--- src/rtl/move_queue.sv ---
// Direction request FIFO between the button debouncers and the maze controller.
// Optional opposite-move cancellation is enabled by defining MOVE_QUEUE_CANCEL_EN.
module move_queue #(
    parameter int unsigned DEPTH = 4
) (
    input  logic                     clk,
    input  logic                     rst,
    input  logic                     i_clear,
    input  logic                     i_up,
    input  logic                     i_down,
    input  logic                     i_left,
    input  logic                     i_right,
    output logic                     o_valid,
    output logic [1:0]               o_dir,
    input  logic                     i_ready,
    output logic [$clog2(DEPTH):0]   o_count,
    output logic                     o_drop
);

    localparam int unsigned PW = $clog2(DEPTH);
    localparam int unsigned CW = PW + 1;

    logic [1:0]    mem_q [DEPTH];
    logic [PW-1:0] rd_q, rd_d;
    logic [PW-1:0] wr_q, wr_d;
    logic [CW-1:0] count_q, count_d;
    logic          valid_q;
    logic          drop_q, drop_d;
    logic [1:0]    dir_q, dir_d;

    logic [1:0]    win_dir;
    logic          push_req;
    logic          multi_req;
    logic          full;
    logic          pop;
    logic          cancel;
    logic          do_push;

    // Fixed priority: up > down > left > right.
    always_comb begin
        win_dir = 2'b11;
        if (i_up) begin
            win_dir = 2'b00;
        end else if (i_down) begin
            win_dir = 2'b01;
        end else if (i_left) begin
            win_dir = 2'b10;
        end
    end

    assign push_req  = i_up | i_down | i_left | i_right;
    assign multi_req = (i_up & (i_down | i_left | i_right)) |
                       (i_down & (i_left | i_right)) |
                       (i_left & i_right);

    assign full = (count_q == CW'(DEPTH));
    assign pop  = valid_q & i_ready;

`ifdef MOVE_QUEUE_CANCEL_EN
    logic [1:0] tail_dir;
    assign tail_dir = mem_q[wr_q - PW'(1)];
    // The tail may only be cancelled if it is not also leaving as the head this cycle.
    assign cancel = push_req && (count_q != '0) && !((count_q == CW'(1)) && pop) &&
                    (tail_dir[1] == win_dir[1]) && (tail_dir[0] != win_dir[0]);
`else
    assign cancel = 1'b0;
`endif

    assign do_push = push_req & ~cancel & (~full | pop);

    always_comb begin
        rd_d    = rd_q;
        wr_d    = wr_q;
        count_d = count_q;
        drop_d  = multi_req;
        dir_d   = dir_q;
        if (i_clear) begin
            rd_d    = '0;
            wr_d    = '0;
            count_d = '0;
            drop_d  = push_req;
        end else begin
            if (pop) begin
                rd_d = rd_q + PW'(1);
            end
            if (do_push) begin
                wr_d = wr_q + PW'(1);
            end
            if (cancel) begin
                wr_d = wr_q - PW'(1);
            end
            count_d = count_q + CW'(do_push) - CW'(pop) - CW'(cancel);
            if (push_req && !cancel && full && !pop) begin
                drop_d = 1'b1;
            end
            // Head is the freshly written entry when the queue was empty after the pop.
            if (count_d != '0) begin
                dir_d = (do_push && (rd_d == wr_q)) ? win_dir : mem_q[rd_d];
            end
        end
    end

    always_ff @(posedge clk) begin
        if (rst) begin
            rd_q    <= '0;
            wr_q    <= '0;
            count_q <= '0;
            valid_q <= 1'b0;
            drop_q  <= 1'b0;
            dir_q   <= 2'b00;
        end else begin
            rd_q    <= rd_d;
            wr_q    <= wr_d;
            count_q <= count_d;
            valid_q <= (count_d != '0);
            drop_q  <= drop_d;
            dir_q   <= dir_d;
        end
    end

    always_ff @(posedge clk) begin
        if (rst) begin
            for (int i = 0; i < int'(DEPTH); i++) begin
                mem_q[i] <= 2'b00;
            end
        end else if (!i_clear && do_push) begin
            mem_q[wr_q] <= win_dir;
        end
    end

    assign o_valid = valid_q;
    assign o_dir   = dir_q;
    assign o_count = count_q;
    assign o_drop  = drop_q;

endmodule

--- config.mk ---
export PLATFORM = sky130hd
export DESIGN_NAME = move_queue
export DESIGN_NICKNAME = d
export VERILOG_FILES = /design/src/rtl/move_queue.sv
export SDC_FILE = /design/constraint.sdc
export NUM_CORES = 1
export LEC_CHECK = 0
export BUFFER_PORTS_ARGS = -buffer_cell sky130_fd_sc_hd__buf_4
export CORE_UTILIZATION = 40
export CTS_BUF_LIST = sky130_fd_sc_hd__clkbuf_16
export DETAILED_ROUTE_END_ITERATION = 8
export SLEW_MARGIN = 10
export SYNTH_ARGS = -nofsm -noshare
export SYNTH_HDL_FRONTEND = slang
export SYNTH_SLANG_ARGS = --single-unit
export TNS_END_PERCENT = 30
--- constraint.sdc ---
create_clock -name clk -period 2.5 [get_ports clk]
set_input_delay 0.125 -clock clk [delete_from_list [all_inputs] [get_ports clk]]
set_output_delay 0.125 -clock clk [all_outputs]
set_load 0.005 [all_outputs]
Yosys cells after proc, flatten, opt, wreduce, memory -nomap -nowiden
Memories as Yosys holds them, arrays and structs flattened. A register that Yosys moved wholly into a read port is not among the register bits.
Cells that the tools add are included.
{ "totals": {"mem_bits_ro": 0, "regBits": 9, "latchBits": 0, "wordCells": 53, "mem_bits_rw": 8, "mem_count": 1} }
{ "memory_table": {"columns": ["memory", "words", "word_bits", "read_ports", "rd_ports_with_merged_regs", "wr", "line_no", "text"], "rows": [
  ["mem_q", 4, 2, 1, 1, 4, "23", "logic [1:0] mem_q [DEPTH];"]
]} }
{ "classes": {"n_eq_ne": 1, "div_mod_pow": 0, "add_sub_neg": 4, "n_reduce_logical": 10, "mul": 0, "n_shift": 0, "n_lt_le_gt_ge": 0, "bitwise": 16, "muxes": 16} }
{ "ops": {"columns": ["operator", "n"], "rows": [
  ["two-way mux 2 bit", 6],
  ["two-way mux 1 bit", 9],
  ["OR 1 bit", 9],
  ["nonzero test 3 bit", 2],
  ["AND 1 bit", 5],
  ["adder 2 x 1 -> 2 bit, second input constant", 2],
  ["OR reduction 2 bit", 2],
  ["adder 3 x 1 -> 3 bit", 1],
  ["== test 3 bit, second input constant", 1],
  ["logical AND 1 bit", 3],
  ["two-way mux 3 bit", 1],
  ["subtractor 3 x 1 -> 3 bit", 1],
  ["zero test 1 bit", 2],
  ["inverter 1 bit", 2],
  ["AND reduction 2 bit", 1]
]} }

Depth between registers and ports, before layout
{ "logic_depth": {"ltp_word": 10, "depth_mapped": 12} }

Worst setup path after synthesis
No wires, ideal clock.
{ "synth_timing": {"kind": "flip-flop to flip-flop", "from": "register valid_q, in the netlist o_valid", "to": "register dir_q[0], in the netlist o_dir[0] (read register of mem_q)", "path_slack_ps": 219, "arrival_ps": 2164, "path_stages_with_launch": 13, "setup_ps": 117, "t_required_ps": 2383, "path_cell_list": "dfxtp_1 -> and2_1 -> buf_4 -> and2_1 -> o21bai_1 -> ha_1 -> inv_1 -> fa_1 -> xor2_1 -> xnor2_1 -> a31oi_1 -> nor2_1 -> a22o_1"} }
{ "synth_between": {"elab_chain_len": 7, "word_cells_on_any_way": 9, "classes_between": "add/sub: 2; mux: 2; bitwise: 3; reduce/logical: 2"} }
{ "synth_lines": {"columns": ["element", "line_no", "text"], "rows": [
  ["start: declaration", "27", "logic valid_q;"],
  ["start signal: assignment", "115", "valid_q <= (count_d != '0);"],
  ["AND 1 bit (*)", "57", "assign pop = valid_q & i_ready;"],
  ["OR 1 bit", "69", "assign do_push = push_req & ~cancel & (~full | pop);"],
  ["AND 1 bit", "69", null],
  ["adder 3 x 1 -> 3 bit", "92", "count_d = count_q + CW'(do_push) - CW'(pop) - CW'(cancel);"],
  ["subtractor 3 x 1 -> 3 bit", "92", null],
  ["nonzero test 3 bit", "97", "if (count_d != '0) begin"],
  ["AND reduction 2 bit (no source line)", null, null],
  ["end: declaration", "29", "logic [1:0] dir_q, dir_d;"]
]} }
Every way passes the cells marked *; elsewhere a longest branch is shown, timed or not. The select of a mux whose other input is x is not followed.
A chain may end at the register's enable or synchronous reset.

Worst setup path in the final report
{ "layout_timing": {"from": "register count_q[1], in the netlist o_count[1]", "to": "register dir_q[1], in the netlist o_dir[1] (read register of mem_q)"} }
{ "layout_between": {"elab_chain_len": 8} }
{ "layout_lines": {"columns": ["element", "line_no", "text"], "rows": [
  ["start: declaration", "26", "logic [CW-1:0] count_q, count_d;"],
  ["start signal: assignment", "114", "count_q <= count_d;"],
  ["== test 3 bit", "56", "assign full = (count_q == CW'(DEPTH));"],
  ["inverter 1 bit", "69", null],
  ["OR 1 bit", "69", null],
  ["AND 1 bit", "69", null],
  ["adder 3 x 1 -> 3 bit (*)", "92", null],
  ["subtractor 3 x 1 -> 3 bit (*)", "92", null],
  ["nonzero test 3 bit (*)", "97", null],
  ["AND reduction 2 bit (no source line) (*)", null, null]
]} }
Every way passes the cells marked *; elsewhere a longest branch is shown, timed or not.

==> impl_results.md <==
* Final sum of negative setup slack at 0 ns
* Flip-flop and latch count after synthesis at 19
* Horizontal die dimension at 54.08 um
* Synth Area in Compound Gates at 0.1719
* Master cell of the clock root buffer: sky130_fd_sc_hd__clkbuf_16
* Maximum vdd ir drop at 0.2873 mV
* ANT cells at 0
* Number of remaining DRC errors at 0
* Combined area of the multi-input logic cells at 554.3 sq um
* Top cell type's share of synthesized area at 0.2215
* Drt total wl at 2142 um
* Final number of hold-violating endpoints at 0
* Max layer used: met4
* Number of clock buffers inserted by TritonCTS at 3
* Overall die area at 2924 sq um
* Commonest register cell after synthesis: sky130_fd_sc_hd__dfxtp_1
* Clock transition at path regs at 0.05 ns
* Kind of critical path: reg -> reg
* Gr usage total at 0.1827
* Total of fill cells in the finished design at 222
* Overall via count from detail_route at 792
* Largest family of logic cells by synthesized area: simple AND/OR/NAND/NOR gates
* Maximum capacitance violations at 0
* Number of nets in the layout at 131
* Share of synthesized area spent on multiplexers at 0.05767
* Number of global-route vias before repair at 776
* Worst clock skew on the final layout at 0.001014 ns
* RSZ-0062 raised after global routing: no
* Pin count of the biggest net entering global routing at 14
* Antenna violations before repair at 0
* Top cells by count, synth: 16 x sky130_fd_sc_hd__nor2_1, 11 x sky130_fd_sc_hd__dfxtp_1, 8 x sky130_fd_sc_hd__edfxtp_1
* Smallest hold slack at 0.1760 ns
* Remaining Overflow, GRT at 0
* Cell type contributing the most total cell area after synthesis: sky130_fd_sc_hd__edfxtp_1
* CTS sink count at 19
* Adder-cell share of the synthesized area at 0.03922
* Least-Margin Pin Slew at 0.4384 ns
* Layout Cells excl Fill at 150
* Crit path capture type: flop
* First-pass GRT wire length at 3629 um
* Cell Area, Synth at 1085 sq um
* Final cycle utilization of the critical path at 0.9330
* Longest Clk Path Bufs at 2
* WL met2 at 1063 um
* Final setup viols at 0
* HPWL after DPL at 1688 um
* Register-to-register setup slack at 0.17 ns
* Number of synthesized flops with an enable pin at 8
* Post-Synth XOR/XNOR Area at 0.04844
* Leakage at 0.0005195 uW
* Number of port buffers at 14
* Register area at 462.9 sq um
* Number of placed I/O pins at 15
* Critical Path Start Type: flop
* Worst-path fanout max at 9
* Final RePlAce weighted congestion at 0.7829
* Routed via count divided by cell count at 5.280
* Number of instances in the synthesized netlist at 106
* Count of hold buffers inserted by post-cts repair at 0
* Clock latency at the later pin of the worst-skew pair at 0.25 ns
* Shortest period the worst path allows at 2.333 ns
* Max-Slew Margin vs Limit at 0.7077
* Basic-gate share of the synthesized area counting and, or, nand and nor cells at 0.1938
* Netlist cell types at 38
* Most numerous cell in the Yosys netlist: sky130_fd_sc_hd__nor2_1
* Endpoint arrival time on the critical path at 2.48 ns
* Core outline area at 2522 sq um
* Pins over their slew limit at 0
* Syn_nets at 116
* Initial Utilization at 0.4301
* Remaining antenna violation count after routing at 0
* DRC marker count from the first detailed-route iteration at 15
* Power density over cell area at 628.9 nW/um^2
* Area Growth Syn to Fin at 18.34%
* Clock tree from TritonCTS: done
* Portion of the post-synthesis area used by sequential elements at 0.4245
* Routed metal-1 wirelength at 991 um
* Required time at the worst-slack endpoint at 2.64 ns
* Average cell area after synthesis at 10.23 sq um
* Top cells by area, synth: sky130_fd_sc_hd__edfxtp_1 22%, sky130_fd_sc_hd__dfxtp_1 20%, sky130_fd_sc_hd__nor2_1 5.5%, sky130_fd_sc_hd__mux2i_1 3.7%, sky130_fd_sc_hd__a31o_2 3.2%
* Number of synthesis warnings at 0
* Placed Cells incl. Taps at 146
* Type of the tightest min-delay check: in -> reg
* Die outline height at 54.08 um
* Number of cell rows at 18
* TritonRoute pass-1 iters at 4
* Result of the run: completed
* Share of post-route cells with drive strength above 1 at 0.2833
* Met3 wire length at 46 um
* Maximum level of the CTS H-tree at 1
* Average wire per cell in the routed design at 14.28 um
* Asr flop ratio synth at 0
* Highest achievable clock rate at 0.4287 GHz
[metal layers]
metal	GRT usage	vias to the layer above
li1	-	411
met3	0.02542	5
met4	0.08974	0
met5	0	-
met1	0.2313	366
met2	0.3025	10
[flip-flops by register name, summed over array words and instances, names as in the netlist]
name     count
mem_q        8
o_count      3
o_dir        2
rd_q         2
wr_q         2
o_drop       1
o_valid      1
[path summary, 6_finish.rpt]
kind              start       end  cells past startpoint
max          o_count[1]  o_dir[1]                     11
min             i_clear    o_drop                      3
max reg2reg  o_count[1]  o_dir[1]                     11
min reg2reg    o_dir[0]  o_dir[0]                      1
[worst max-delay path, cell delays in order, from the launching register on]
cell	delay, ns
sky130_fd_sc_hd__dfxtp_2	0.35
sky130_fd_sc_hd__a211o_1	0.31
sky130_fd_sc_hd__o21bai_4	0.25
sky130_fd_sc_hd__o21bai_1	0.10
sky130_fd_sc_hd__ha_1	0.19
sky130_fd_sc_hd__inv_1	0.07
sky130_fd_sc_hd__fa_1	0.18
sky130_fd_sc_hd__xor2_1	0.18
sky130_fd_sc_hd__xnor2_1	0.12
sky130_fd_sc_hd__a31oi_1	0.18
sky130_fd_sc_hd__nor2_1	0.07
sky130_fd_sc_hd__a22o_1	0.22
[layout by cell type (no fill, tap or decap), types with 3 or more instances in the layout]
master	instances
sky130_fd_sc_hd__buf_4	16
sky130_fd_sc_hd__edfxtp_1	8
sky130_fd_sc_hd__clkbuf_16	3
sky130_fd_sc_hd__xnor2_1	4
sky130_fd_sc_hd__dfxtp_1	9
sky130_fd_sc_hd__o21ai_0	3
sky130_fd_sc_hd__nor3_1	6
sky130_fd_sc_hd__mux2i_1	4
sky130_fd_sc_hd__nor2_1	16
sky130_fd_sc_hd__inv_1	6
sky130_fd_sc_hd__a31o_2	4
sky130_fd_sc_hd__a31oi_1	4
[power breakdown]
group	switching (uW)	internal (uW)
clock network	116	213
logic	61.6	59.2
registers	14.5	343
total	192	615
[per-stage QoR]
step / cell area [sq um] / setup slack (ns) / util / power (uW)
CTS: 1281 / 0.06773 / 0.5079 / 811.8
finish: 1284 / 0.1674 / 0.5089 / 807.4
detailed placement: 1202 / 0.05887 / 0.4767 / 484.3
global route: 1284 / 0.01545 / 0.5089 / 844.0
floorplan: 1085 / 0.2188 / - / 441.8
global placement: 1202 / 0.1653 / 0.4767 / 480.8
[repair_timing]
| item | 4_1_cts | 5_1_grt |
|---|---|---|
| buffers inserted | 0 | 0 |
| gates resized for setup | 0 | 2 |
| endpoints found under the setup margin | 0 | 2 |
[final cells by class]
class                           instances  share of cell area
Clock buffer                            3             0.05848
Clock inverter                          1            0.002924
Inverter                                7             0.02339
Multi-Input combinational cell         74              0.4318
Sequential cell                        19              0.3606
Tap cell                               30             0.02924
Timing Repair Buffer                   16             0.09357
[cells by family after synthesis]
family / Yosys count
muxes: 6
and+or+nand+nor: 38
adders and majority gates: 3
AOI/OAI and AO/OA: 21
buffers and inverters: 13
DFF: 19
xor gates and xnor gates: 6
Power figures use the tool's default switching activity.
